## src/rtl/fifo_wr_arbiter.sv

```systemverilog
// Round-robin burst arbiter sharing one FIFO write port between two producers.
// Define FIFO_ARB_FIXED_PRIO_EN to make the idle decision fixed priority (requester 0 wins).
module fifo_wr_arbiter #(
    parameter int unsigned DATA_W    = 8,
    parameter int unsigned BURST_LEN = 4
) (
    input  logic              clk,
    input  logic              rst,
    input  logic              req0,
    input  logic              req1,
    input  logic [DATA_W-1:0] data0,
    input  logic [DATA_W-1:0] data1,
    input  logic              full,
    output logic              ack0,
    output logic              ack1,
    output logic              wr,
    output logic [DATA_W-1:0] wdata,
    output logic [1:0]        grant,
    output logic              busy
);

    localparam int unsigned CNT_W = 4;
    localparam logic [CNT_W-1:0] CNT_LAST = CNT_W'(BURST_LEN - 1);

    typedef enum logic {
        IDLE  = 1'b0,
        BURST = 1'b1
    } state_t;

    state_t           state;
    state_t           state_nxt;
    logic [CNT_W-1:0] cnt;
    logic [CNT_W-1:0] cnt_nxt;
    logic             last;
    logic             last_nxt;
    logic [1:0]       grant_nxt;
    logic             owner;
    logic             own_req;
    logic             accept;

    // Owner index comes straight from the one-hot grant register.
    assign owner   = grant[1];
    assign own_req = owner ? req1 : req0;
    assign accept  = (state == BURST) && own_req && !full;

    always_ff @(posedge clk or negedge rst) begin
        if (!rst) begin
            state <= IDLE;
            cnt   <= '0;
            last  <= 1'b1;
            grant <= 2'b00;
            busy  <= 1'b0;
        end else begin
            state <= state_nxt;
            cnt   <= cnt_nxt;
            last  <= last_nxt;
            grant <= grant_nxt;
            busy  <= (state_nxt == BURST);
        end
    end

    always_comb begin
        state_nxt = state;
        cnt_nxt   = cnt;
        last_nxt  = last;
        grant_nxt = grant;
        wr        = accept;
        ack0      = accept && !owner;
        ack1      = accept && owner;
        wdata     = '0;

        if (state == IDLE) begin
            // Arbitration decision; no write happens in this cycle.
            if (req0 || req1) begin
                state_nxt = BURST;
                cnt_nxt   = '0;
`ifdef FIFO_ARB_FIXED_PRIO_EN
                grant_nxt = req0 ? 2'b01 : 2'b10;
`else
                if (req0 && req1) begin
                    grant_nxt = last ? 2'b01 : 2'b10;
                end else begin
                    grant_nxt = req0 ? 2'b01 : 2'b10;
                end
`endif
            end
        end else begin
            wdata = owner ? data1 : data0;
            // Release on the final word of the burst or when the owner withdraws.
            if (!own_req || (accept && (cnt == CNT_LAST))) begin
                state_nxt = IDLE;
                last_nxt  = owner;
                cnt_nxt   = '0;
                grant_nxt = 2'b00;
            end else if (accept) begin
                cnt_nxt = cnt + CNT_W'(1);
            end
        end
    end

endmodule

```

## config.mk

```make
export PLATFORM = sky130hd
export DESIGN_NAME = fifo_wr_arbiter
export DESIGN_NICKNAME = d
export VERILOG_FILES = /design/src/rtl/fifo_wr_arbiter.sv
export SDC_FILE = /design/constraint.sdc
export NUM_CORES = 1
export LEC_CHECK = 0
export BUFFER_PORTS_ARGS = -buffer_cell sky130_fd_sc_hd__buf_4
export CORE_UTILIZATION = 45
export DETAILED_ROUTE_END_ITERATION = 10
export GPL_TIMING_DRIVEN = 0
export PLACE_DENSITY = 0.87
export SYNTH_ARGS = -nofsm -noshare
export SYNTH_HDL_FRONTEND = slang
export SYNTH_SLANG_ARGS = --single-unit
```

## constraint.sdc

```tcl
create_clock -name clk -period 2.3 [get_ports clk]
set_clock_uncertainty 0.15 [all_clocks]
set_input_delay 0.115 -clock clk [delete_from_list [all_inputs] [get_ports clk]]
set_output_delay 0.115 -clock clk [all_outputs]
set_load 0.02 [all_outputs]
```

After elaboration in Yosys (flattened, before gate mapping)
Index checks and enable logic that the tools add are counted.
{"block": "totals", "mem_bits_ro": 0, "latchBits": 0, "mem_count": 0, "elab_cells": 39, "output_inout_bits": 14, "input_bits": 21, "ff_bits": 8, "mem_bits_rw": 0}
{"block": "classes", "add_sub_neg": 1, "reduce_logical": 15, "n_mul": 0, "bitwise_logic": 0, "div": 0, "muxes": 16, "order_cmp": 0, "n_shift": 0, "n_eq_ne": 3}
{"cell": "$mux 4", "count": 4}
{"cell": "$mux 8", "count": 2}
{"cell": "$mux 2", "count": 6}
{"cell": "$logic_and 1x1->1", "count": 6}
{"cell": "$reduce_and 2->1", "count": 3}
{"cell": "$add 4x1->4 const B", "count": 1}
{"cell": "$eq 4x2->1 const B", "count": 1}
{"cell": "$mux 1", "count": 4}
{"cell": "$logic_not 1->1", "count": 3}
{"cell": "$ne 3x1->1 const B", "count": 1}
{"cell": "$logic_or 1x1->1", "count": 2}
{"cell": "$ne 2x1->1 const B", "count": 1}
{"cell": "$reduce_bool 2->1", "count": 1}

Logic depth before layout (Yosys ltp)
{"block": "logic_depth", "ltp_word": 7, "depth_mapped": 4, "depth_no_buf": 4}

Worst setup path after synthesis
OpenSTA, ideal clock, no wires.
{"block": "synth_path", "path_type": "flip-flop to flip-flop", "from": "reg grant[1]", "to": "reg cnt[1]", "stages_incl_launch_ff": 5, "arrival_time_ps": 1392, "slack_ps": 678, "path_cell_list": "dfrtp_1 -> buf_6 -> mux2_4 -> a31oi_1 -> mux2i_1"}
{"block": "synth_via", "elab_chain_cells": 7}
{"item": "start: declaration", "line": "18", "source": "output logic [1:0] grant,"}
{"item": "start signal: assignment", "line": "57", "source": "grant <= grant_nxt;"}
{"item": "$mux 1 *", "line": "43", "source": "assign own_req = owner ? req1 : req0;"}
{"item": "$logic_and 1x1->1 (2 in series)", "line": "44", "source": "assign accept = (state == BURST) && own_req && !full;"}
{"item": "$logic_and 1x1->1", "line": "90", "source": "if (!own_req || (accept && (cnt == CNT_LAST))) begin"}
{"item": "$logic_or 1x1->1", "line": "90"}
{"item": "$ne 3x1->1 (no source line) or $mux 4 (tied branches)"}
{"item": "$reduce_and 2->1 (no source line) or $mux 4 (tied branches)"}
{"item": "end signal: assignment", "line": "55", "source": "cnt <= cnt_nxt;"}
{"item": "end: declaration", "line": "32", "source": "logic [CNT_W-1:0] cnt;"}
Every way passes the cells marked *; elsewhere a longest branch is shown, timed or not.
A chain may end at the register's enable or synchronous reset.

Final worst setup path
{"block": "layout_path", "from": "reg grant[1]", "to": "out wdata[2]"}
{"block": "layout_via", "elab_chain_cells": 2}
{"item": "$mux 8", "line": "88", "source": "wdata = owner ? data1 : data0;"}
{"item": "$mux 8", "line": "72", "source": "if (state == IDLE) begin"}
{"item": "end: declaration", "line": "17", "source": "output logic [DATA_W-1:0] wdata,"}
Every way passes these cells.

==> flow_summary.ini <==
[critical_path]
start_kind = register
critPathCaptureType = output pin
required_ns = 2.04
crit_chain = buf_6 -> buf_2 -> mux2i_1 -> nor2_1 -> buf_4
criticalPathCategory = register to output pin
critical_path_buf_inv_count = 3
crit_fanout = 10
critPathArrivalTime_ns = 1.49
slowest_delay_ns = 0.37
critPathTopFamily = buffers and inverters
worstReg2RegStart = grant[1]$_DFFE_PN0P_
slowest_stage = dfrtp_1
startpoint = grant[1]$_DFFE_PN0P_

[clock_network]
clk_latency_ns = 0.27
clockBufferDepth = 2
ctsHoldBuffers = 1
root_buffer = clkbuf_4
clkSinkCount = 8
post_cts_buffers = 0
cts.htree.levels = 1
cts_tree = built
cts_inserted_buffers = 3
cts.repair.resized = 0
path_clk_slew_ns = 0.07

[yosys]
ys_types = 30
yosys_warnings = 0
netlist_area_um2 = 616.8
ys_seq_elements = 8
avgSynthCellArea_um2 = 8.688
yosysTopAreaCell = dfrtp_1
syn_nets = 93
yosysSeqAreaShare_pct = 32.66
synth_top_cell_area_share_pct = 28.40
synth_cells = 71
synthTopCellsByArea = dfrtp_1 28%, mux2i_1 16%, nor2_1 7.3%

[grt]
grt_usage_pct = 24.82
grt_overflow = 0
grt_start_max_net_pins = 11
grt_pass1_wl_um = 2525
grt_antenna_before_repair = 0
grt_pass1_vias = 546

[drt]
drt_iter0_drc = 35
vias = 701
first_pass_iters = 4
wl_um = 1780
antenna_left = 0
viasPerCell = 5.653
wl_per_cell_um = 14.35
drc = 0

[floorplanning]
fp-row-count = 12
dieWidth_um = 39.03
ios = 35
dieArea_um2 = 1523
core_area_um2 = 1186
initial_utilization_pct = 52.00
fp.dieH_um = 39.03

[finish]
final_layout_size_suffix_gt1_share_pct = 39.09
area_growth_pct = 50.10
n_antenna_cell = 0
final_common_cell = buf_4
finish.net_count = 133
final_core_util_pct = 78.06
final_cell_mix = 34 x buf_4, 12 x nor2_1, 10 x mux2i_1

[timing]
rsz0062_at_grt = false
finalHoldViolCount = 0
period_minus_slack_ns = 1.760
holdWs_ns = 0.04213
fmax_mhz = 568.2
period_share_pct = 76.51
drv_slew = 0
slew_headroom_pct = 73.33
worst_pin_slew_ns = 0.4001
fin_tns_setup_ns = 0
setup_viol = 0

[status]
status = finished clean

[placement]
hpwlAfterDp_um = 1297
gp_congestion = 0.8594
io_buffers = 34

[power]
power.leakage_nw = 0.4445
ir_drop_mv = 0.8230
powerDensity_nw_per_um2 = 1102

[hold_path]
hp-class = input pin to async pin

[run]
max-cap-violations = 0
## area by class of cell
| type | instances | area [µm²] |
|---|---|---|
| timing repair buffer | 35 | 265.3 |
| inverter | 6 | 22.52 |
| fill | 86 | 260.3 |
| sequential | 8 | 201.4 |
| clock buffer | 4 | 26.28 |
| multi-input combinational | 54 | 372.9 |
| buffer | 3 | 20.02 |
| tap | 14 | 17.52 |
## state kept, by name, summed over array words and instances, names as in the netlist
register and count:
cnt 4, grant 2, last 1, state 1
## per-stage QoR
step | power, mW | cell area (µm²) | worst slack (ns) | cells
2_1_floorplan | 0.6489 | 616.8 | 0.6782 | 71
3_3_place_gp | 0.8699 | 889.6 | 0.6711 | 119
3_5_place_dp | 0.8856 | 889.6 | 0.6455 | 119
4_1_cts | 1.016 | 925.9 | 0.5406 | 124
5_1_grt | 1.082 | 925.9 | 0.4871 | 124
6_report | 1.020 | 925.9 | 0.5402 | 124
## power breakdown
group	internal, mW	total, mW	switching, mW
Sequential	0.192	0.240	0.0481
Clock	0.0671	0.128	0.0613
Combinational	0.289	0.651	0.363
## synthesized netlist by cell type, drive strengths merged
library cell  number
a221oi             1
a31o               1
clkbuf             1
o21ai              2
ha                 1
inv                5
mux2               1
nand2              2
mux2i             10
a211oi             3
nor3b              1
dfstp              1
dfrtp              7
or4b               2
nand3              2
nor2              12
a31oi              3
or3                1
nor2b              1
o2111ai            1
clkinv             1
nand2b             4
o22ai              1
buf                2
a21oi              1
o211ai             1
nor3               1
nand4              2
## routing by layer
layer / up-vias / track usage [%] / wire length, µm
li1: 341 / - / -
met1: 323 / 36.82 / 810
met2: 37 / 35.42 / 841
met3: 0 / 8.671 / 128
met4: 0 / 2.586 / 0
met5: - / 0 / 0
## worst reg2reg max path, stage by stage (launching register included)
cell and delay (ns):
dfrtp_1 0.40, buf_6 0.14, mux2_4 0.34, a31oi_1 0.36, mux2i_1 0.23
## cell families after synthesis
| kind of cell | Yosys count | synth area share (%) |
|---|---|---|
| DFF | 8 | 32.66 |
| AOI/OAI and AO/OA | 14 | 15.62 |
| buffers and inverters | 9 | 6.895 |
| and+or+nand+nor | 28 | 24.14 |
| muxes | 11 | 18.66 |
| adders and majority gates | 1 | 2.028 |
## worst paths after layout
| check | endpoint | slack (ns) | cells after the start |
|---|---|---|---|
| setup / recovery | wdata[2] | 0.54 | 5 |
| hold / removal | grant[1]$_DFFE_PN0P_ | 0.04 | 2 |
| setup reg to reg | cnt[1]$_DFFE_PN0P_ | 0.61 | 4 |
| hold reg to reg | cnt[0]$_DFFE_PN0P_ | 0.37 | 1 |
| max in group asynchronous | last$_DFFE_PN1P_ | 1.75 | 2 |
| min in group clk | grant[0]$_DFFE_PN0P_ | 0.05 | 3 |
Note: power is estimated with default switching activity, not from simulation.
